### config.mk
export PLATFORM = sky130hd
export DESIGN_NAME = mem_stage_ctrl
export DESIGN_NICKNAME = d
export VERILOG_FILES = /design/src/rtl/mem_stage_ctrl.sv
export SDC_FILE = /design/constraint.sdc
export NUM_CORES = 1
export LEC_CHECK = 0
export BUFFER_PORTS_ARGS = -buffer_cell sky130_fd_sc_hd__buf_2
export CAP_MARGIN = 20
export CORE_ASPECT_RATIO = 0.7
export CORE_UTILIZATION = 35
export DETAILED_ROUTE_END_ITERATION = 7
export PLACE_DENSITY = 0.66
export SLEW_MARGIN = 20
export SYNTH_ARGS = -nofsm -noshare
export SYNTH_HDL_FRONTEND = slang
export SYNTH_SLANG_ARGS = --single-unit
### constraint.sdc
create_clock -name clk -period 2.25 [get_ports clk]
set_input_delay 0.45 -clock clk [delete_from_list [all_inputs] [get_ports clk]]
set_output_delay 0.45 -clock clk [all_outputs]
set_load 0.1 [all_outputs]
### src/rtl/mem_stage_ctrl.sv
// Load/store sequencer between the MEM stage and a 16x16 data memory.
// Optional macro MEM_STAGE_BOUNDS_EN: out-of-range requests return resp_err.
module mem_stage_ctrl #(
    parameter int DATA_W = 16,
    parameter int ADDR_W = 4,
    parameter int REQA_W = 16
) (
    input  logic              clk,
    input  logic              rst_n,
    input  logic              req_valid,
    output logic              req_ready,
    input  logic              req_we,
    input  logic [REQA_W-1:0] req_addr,
    input  logic [DATA_W-1:0] req_wdata,
    output logic              resp_valid,
    input  logic              resp_ready,
    output logic [DATA_W-1:0] resp_rdata,
    output logic              resp_err,
    output logic [ADDR_W-1:0] mem_addr,
    output logic [DATA_W-1:0] mem_data_in,
    output logic              mem_MemWrite,
    output logic              mem_MemRead,
    input  logic [DATA_W-1:0] mem_data_out
);

    typedef enum logic [1:0] {
        IDLE,
        WR,
        RD,
        RESP
    } state_t;

    state_t            r_state;
    state_t            w_next;
    logic              r_live;
    logic [ADDR_W-1:0] r_addr;
    logic [DATA_W-1:0] r_wdata;
    logic [DATA_W-1:0] r_rdata;
    logic              w_accept;
    logic              w_oob;

    assign w_accept = req_valid && req_ready;

`ifdef MEM_STAGE_BOUNDS_EN
    logic r_err;

    assign w_oob    = |req_addr[REQA_W-1:ADDR_W];
    assign resp_err = r_err;

    always_ff @(posedge clk or negedge rst_n) begin
        if (!rst_n) begin
            r_err <= 1'b0;
        end else if (r_state == IDLE && w_accept && w_oob) begin
            r_err <= 1'b1;
        end else if (r_state == RESP && resp_ready) begin
            r_err <= 1'b0;
        end
    end
`else
    // Upper address bits are deliberately dropped: the address wraps.
    logic w_unused_hi;

    assign w_unused_hi = |req_addr[REQA_W-1:ADDR_W];
    assign w_oob       = 1'b0;
    assign resp_err    = 1'b0;
`endif

    always_ff @(posedge clk or negedge rst_n) begin
        if (!rst_n) begin
            r_state <= IDLE;
            r_live  <= 1'b0;
        end else begin
            r_state <= w_next;
            r_live  <= 1'b1;
        end
    end

    always_comb begin
        w_next = r_state;
        unique case (r_state)
            IDLE: begin
                if (w_accept) begin
                    if (w_oob) begin
                        w_next = RESP;
                    end else if (req_we) begin
                        w_next = WR;
                    end else begin
                        w_next = RD;
                    end
                end
            end
            WR:   w_next = RESP;
            RD:   w_next = RESP;
            RESP: begin
                if (resp_ready) begin
                    w_next = IDLE;
                end
            end
            default: w_next = IDLE;
        endcase
    end

    // Address/data only move on a real access so the bus stays quiet when idle.
    always_ff @(posedge clk or negedge rst_n) begin
        if (!rst_n) begin
            r_addr  <= '0;
            r_wdata <= '0;
        end else if (r_state == IDLE && w_accept && !w_oob) begin
            r_addr <= req_addr[ADDR_W-1:0];
            if (req_we) begin
                r_wdata <= req_wdata;
            end
        end
    end

    always_ff @(posedge clk or negedge rst_n) begin
        if (!rst_n) begin
            r_rdata <= '0;
        end else begin
            unique case (r_state)
                IDLE: begin
                    if (w_accept && w_oob) begin
                        r_rdata <= '0;
                    end
                end
                WR:      r_rdata <= '0;
                RD:      r_rdata <= mem_data_out;
                default: r_rdata <= r_rdata;
            endcase
        end
    end

    // Strobes are pure state decodes, so reset kills them asynchronously.
    assign req_ready    = r_live && (r_state == IDLE);
    assign resp_valid   = (r_state == RESP);
    assign resp_rdata   = r_rdata;
    assign mem_addr     = r_addr;
    assign mem_data_in  = r_wdata;
    assign mem_MemWrite = (r_state == WR);
    assign mem_MemRead  = (r_state == RD);

endmodule

# Yosys cells after proc, flatten, opt, wreduce, memory -nomap -nowiden
# Cells that the tools add are included.
[classes]
muxes = 5
n_reduce_logical = 8
n_eq_ne = 5
[op_table]
columns = ["cell", "n"]
rows = [
  ["case mux 16 bit (2 select lines)", 1],
  ["two-way mux 2 bit", 3],
  ["case mux 2 bit (3 select lines)", 1],
  ["== test 2 bit (second input constant)", 2],
  ["AND reduction 2 bit", 2],
  ["logical AND 1 bit", 3],
  ["== test 2 x 1 -> 1 bit (second input constant)", 1],
  ["zero test 2 bit", 1],
  ["inequality test 2 x 1 -> 1 bit (second input constant)", 1],
  ["inequality test 2 bit (second input constant)", 1],
  ["nonzero test 2 bit", 1],
  ["OR reduction 2 bit", 1],
]
[word_totals]
inputBits = 53
out_inout_bits = 41
word_cells = 23
register_bits = 39

# Longest topological paths before layout
# Gate-level depths: netlist (run 1).
[depth]
depth_word = 5
depth_mapped = 6
depth_no_buf = 5

# Least setup slack after synthesis (run 1)
# No wires, ideal clock.
[synth_timing]
path_type = "register to register"
startpoint = "reg r_state[0]"
endpoint = "reg r_rdata[14] (netlist: resp_rdata[14])"
n_path_buf = 2
period_less_slack_ns = 1.985
stages_incl_launch_ff = 7
setup_ns = 0.077
setup_slack_ns = 0.265
required_ns = 2.173
arrival_time_ns = 1.908
path_cell_list = "dfrtp_1 inv_1 ha_1 clkbuf_1 buf_2 nand3_1 o21ai_1"
[synth_via]
elab_chain_len = 2
word_cells_on_any_way = 4
cone_classes = "2 x eq/ne; 1 x mux; 1 x reduce/logical"
[synth_rtl]
columns = ["element", "line", "text"]
rows = [
  ["start: declaration", "33", "state_t r_state;"],
  ["start signal: assignment", "73", "r_state <= w_next;"],
  ["== test 2 bit *", "--", ""],
  ["via mem_MemRead", "22", "output logic mem_MemRead,"],
  ["case mux 16 bit (2 select lines) or nonzero test 2 bit (tied branches)", "--", ""],
  ["end signal: assignment", "127", "RD: r_rdata <= mem_data_out;"],
  ["end signal: assignment", "128", "default: r_rdata <= r_rdata;"],
  ["end: declaration", "38", "logic [DATA_W-1:0] r_rdata;"],
]
# The timed path passes the listed nets; every way through them passes the cells marked *.
# A chain may end at the register's enable or synchronous reset.

# Worst setup path after layout (run 1)
[layout_timing]
startpoint = "reg r_state[0]"
endpoint = "out req_ready"
[layout_via]
elab_chain_len = 2
[layout_rtl]
columns = ["element", "line", "text"]
rows = [
  ["zero test 2 bit", "134", "assign req_ready = r_live && (r_state == IDLE);"],
  ["logical AND 1 bit", "134", ""],
  ["end: declaration", "11", "output logic req_ready,"],
]
# No other way between the ends.

==> metrics, run 1 <==
Vias=1238; Mapped Avg Cell Area=12.3 um^2; top_reg_cell synth=dfrtp_1; RePlAce Congestion=0.755; antenna-violating nets left=0; clk buf depth=2; Setup Skew=6.57 ps; Distinct cells, synth=19; Seq cells post-synth=39; synthesized cell area=0.00166 mm^2; CTS root buffer=clkbuf_8; failing checks=DRC; Seq/Total Area, Yosys=58.6%; hold-fix buffers at CTS=0; fin crit share=90.6%; die width=84.4 um; RSZ-0062 raised after global routing=false; critical-path maximum fanout=4; Worst Hold Class=in -> async; diode count=0; Clk pin slew, worst setup/hold paths=70 ps; Post-CTS Resized=0; largest net degree at the start of global routing=33; num ports=94; Die Footprint=0.00504 mm^2; IO Port Bufs=80; DR iter-0 viols=24; Final nets=275; vias per cell=4.53; wire per inst=12.2 um; EDFF count, synth=0; TritonCTS clock tree=built; Crit Path Class=reg -> out; Syn-to-layout area delta=33.8%; Gate Count Post-Synth=135; fraction of layout cells with a size suffix above 1=51.4%; FFs w/ async S/R, synth=100%; outcome=complete, but fails checks; crit start category=flip-flop; post-synth top area share=58.6%; CTS H-Tree Depth=2; clk sinks=39; CP endpoint kind=output pin; final period demand of the worst path=2040 ps; row count=20; die height=59.7 um; most area-hungry cell type in the Yosys netlist=dfrtp_1; starting density of the core=37.4%; hpwl dp=2480 um; f_max=0.491 GHz; initial antenna violation count=0; final setup vio count=0; Sum Neg Setup Slack=0 ps; 1st-pass router iterations=6; DRC Markers=13; post-CTS setup buffer count=0; fin. max-slew vios=0; Mapped Nets=193; final hold viol count=0; Critical Path RT=1800 ps; first-pass GRT wire length=5350 um; Worst Path Arrival=1590 ps; final wirelength=3340 um; vias in the first global route=1192; Area contributors post-synth=dfrtp_1 (59%), mux2_4 (9.0%), mux2_2 (6.8%); worst-skew pair later-pin latency=280 ps; FILL cells=415; core area=0.00445 mm^2; synth warn=0; commonest cells in the netlist=dfrtp_1 (39), inv_1 (18), nand3_1 (16), o21ai_0 (16); top-count cell post-synth=dfrtp_1; MaxCap Viol Count=0; Num CTS Buffers=5; GRT Residual Overflow=0; Total GRT Usage=14.2%
==> cell type report <==
class	instances	area, um^2	area share (%)
multi-input combinational	70	577	25.9
sequential	39	976	43.8
tap	55	68.8	3.09
timing repair buffer	83	438	19.7
clock buffer	8	100	4.49
inverter	18	67.6	3.03
==> cells by family (layout without fill, tap and decap cells) <==
| family | after synthesis | in the layout | share of synthesized area [%] |
|---|---|---|---|
| compound gates | 18 | 18 | 5.41 |
| other cells | 2 | 2 | 0.451 |
| mux | 23 | 23 | 17.6 |
| simple gates | 22 | 22 | 7.44 |
| buf+inv | 26 | 109 | 6.69 |
| flops | 39 | 39 | 58.6 |
| fa+ha+maj | 5 | 5 | 3.76 |
==> worst max-delay path: stages, from the launching register on <==
cell and delay (ps):
dfrtp_1 400, inv_1 130, ha_1 190, and2_4 170, buf_2 420
==> placed cells by master, fill, tap and decap left out, drive strengths merged <==
cell type | Yosys | routed
conb | 2 | 2
nor2b | 1 | 1
a21oi | 1 | 1
dfrtp | 39 | 39
nand2 | 3 | 3
ha | 5 | 5
clkbuf | 4 | 8
mux2i | 3 | 3
nand3 | 17 | 17
buf | 4 | 83
mux2 | 20 | 20
and2 | 1 | 1
inv | 18 | 18
o21ai | 17 | 17
==> final timing paths <==
kind | cells after the start | startpoint | endpoint | slack (ps)
worst max register to register | 5 | r_state[0] | mem_data_in[1] | 610
worst max-delay path | 4 | r_state[0] | req_ready | 210
min in group clk | 3 | mem_data_out[0] | resp_rdata[0] | 390
worst min-delay path | 1 | rst_n | resp_rdata[3] | 70
max in group asynchronous | 2 | rst_n | mem_data_in[8] | 1550
worst min register to register | 1 | mem_addr[1] | mem_addr[1] | 500
==> through the flow <==
| step | area (um^2) | instances | util [%] | hold WS [ps] | setup slack (ps) |
|---|---|---|---|---|---|
| floorplan | 1660 | 135 | - | 154 | 265 |
| global placement | 2130 | 265 | 47.8 | 396 | 530 |
| detailed placement | 2130 | 265 | 47.8 | 397 | 519 |
| CTS | 2230 | 273 | 50.0 | 83.8 | 199 |
| global route | 2230 | 273 | 50.0 | 90.4 | 130 |
| finish | 2230 | 273 | 50.0 | 70.3 | 211 |
==> metal layers <==
metal | part of all wire [%] | GRT usage (%) | routed length (um)
met4 | 0.93 | 5.57 | 31
met5 | 0 | 0 | 0
met3 | 8.3 | 5.39 | 276
met2 | 45 | 24.0 | 1510
met1 | 46 | 16.9 | 1520
==> registers in the layout, summed over array words and instances, names as in the netlist <==
register / flops
resp_rdata: 16
r_state: 2
mem_data_in: 16
mem_addr: 4
r_live: 1
Power of run 1 is left out: the tool's default activity adds up to more than one toggle a clock period on the data nets, which glitch-free logic cannot reach.
==> run 2, diff against run 1 <==
- BUFFER_PORTS_ARGS: -buffer_cell sky130_fd_sc_hd__buf_2 -> unset
- DONT_BUFFER_PORTS: unset -> 1
- PLACE_DENSITY: 0.66 -> unset
==> run 2 against run 1 <==
Effect of this change: the flow still finishes with violations (DRC); via count decreased by 17%; critical path depth unchanged; core utilization decreased by 5.2 points; clock skew increased by 1.4 ps; cell count decreased by 22%; worst setup slack improved by 120 ps; cell area decreased by 10%; fmax increased by 6.4%; critical endpoint unchanged.
==> metrics, run 2 (synthesis results as in run 1) <==
Slew HR=37.9%; Setup Skew=8.02 ps (was 6.57 ps); die width=84.4 um (unchanged); final setup vio count=0 (unchanged); CTS root buffer=clkbuf_8 (unchanged); starting density of the core=37.4% (unchanged); Worst-Margin Slew=932 ps; first-pass GRT wire length=4920 um (was 5350 um); die height=59.7 um (unchanged); vias in the first global route=1086 (was 1192); antenna-violating nets left=0 (unchanged); RSZ-0062 raised after global routing=false (unchanged); most common cell after layout, fill and taps aside=dfrtp_1 (was buf_2); fin crit share=85.1% (was 90.6%); largest net degree at the start of global routing=40 (was 33); clk sinks=39 (unchanged); vias per cell=4.81 (was 4.53); Final nets=215 (was 275); final wirelength=3240 um (was 3340 um); hpwl dp=2470 um (was 2480 um); fin. max-slew vios=0 (unchanged); crit start category=flip-flop (unchanged); Num CTS Buffers=5 (unchanged); flop2flop setup slack=460 ps (was 610 ps); DR iter-0 viols=43 (was 24); Total GRT Usage=13.5% (was 14.2%); DRC Markers=8 (was 13); Crit Path Class=reg -> out (unchanged); CP endpoint kind=output pin (unchanged); initial antenna violation count=0 (unchanged); Syn-to-layout area delta=19.8% (was 33.8%); CTS H-Tree Depth=2 (unchanged); wire per inst=15.2 um (was 12.2 um); most frequent cells in the layout=dfrtp_1 (39), buf_4 (21), inv_1 (18) (was buf_2 (79), dfrtp_1 (39), inv_1 (18)); num ports=94 (unchanged); GRT Residual Overflow=0 (unchanged); 1st-pass router iterations=6 (unchanged); Die Footprint=0.00504 mm^2 (unchanged); Critical Path RT=1800 ps (about the same); post-CTS setup buffer count=0 (unchanged); Post-CTS Resized=0 (unchanged); Sum Neg Setup Slack=0 ps (unchanged); outcome=complete, but fails checks (unchanged); Vias=1024 (was 1238); f_max=0.522 GHz (was 0.491 GHz); worst-skew pair later-pin latency=280 ps (about the same); TritonCTS clock tree=built (unchanged); diode count=0 (unchanged); Worst Path Arrival=1470 ps (was 1590 ps); hold-fix buffers at CTS=2 (was 0); critical-path maximum fanout=4 (unchanged); IO Port Bufs=0 (was 80); core area=0.00445 mm^2 (unchanged); Clk pin slew, worst setup/hold paths=70 ps (about the same); Worst Hold Class=in -> reg (was in -> async); MaxCap Viol Count=0 (unchanged); final period demand of the worst path=1920 ps (was 2040 ps); row count=20 (unchanged); failing checks=DRC (unchanged); RePlAce Congestion=0.684 (was 0.755); clk buf depth=2 (unchanged); final hold viol count=0 (unchanged); fraction of layout cells with a size suffix above 1=32.9% (was 51.4%)
run 2: stage by stage:
| stage | area (um^2) | setup slack, ps | utilization [%] | hold slack [ps] | cells |
|---|---|---|---|---|---|
| 6_report | 1990 | 335 | 44.8 | 312 | 213 |
| 5_1_grt | 1990 | 260 | 44.8 | 298 | 213 |
| 4_1_cts | 1990 | 319 | 44.8 | 302 | 213 |
| 3_5_place_dp | 1850 | 466 | 41.5 | 155 | 203 |
| 3_3_place_gp | 1850 | 545 | 41.5 | 155 | 203 |
| 2_1_floorplan | 1660 | 265 | - | 154 | 135 |
run 2: final timing paths:
kind	start	endpoint	cells past startpoint
worst max-delay path	r_state[1]	req_ready	4
max in group asynchronous	rst_n	mem_data_in[0]	2
min in group asynchronous	rst_n	resp_rdata[4]	2
worst min register to register	r_state[0]	r_state[0]	2
worst min-delay path	mem_data_out[14]	resp_rdata[14]	2
worst max register to register	r_state[1]	mem_addr[3]	6
run 2: worst max-delay path, stage by stage (launching register included):
cell and delay (ps):
dfrtp_1 410, inv_1 130, ha_1 190, and2_4 160, buf_4 290
run 2: layer usage:
| layer | track usage (%) | wire length [um] |
|---|---|---|
| met4 | 5.08 | 27 |
| met1 | 13.9 | 1200 |
| met2 | 24.7 | 1640 |
| met3 | 6.08 | 367 |
| met5 | 0 | 0 |
run 2: layout make-up:
type | count | area (um^2)
clock buffers | 6 | 82.6
clock inverters | 2 | 35.0
fillers | 433 | 2460
inverters | 18 | 67.6
multi-input cells | 70 | 577
flip-flops and latches | 39 | 976
well taps | 55 | 68.8
repair buffers | 23 | 188
Power of run 2 is left out for the same reason.
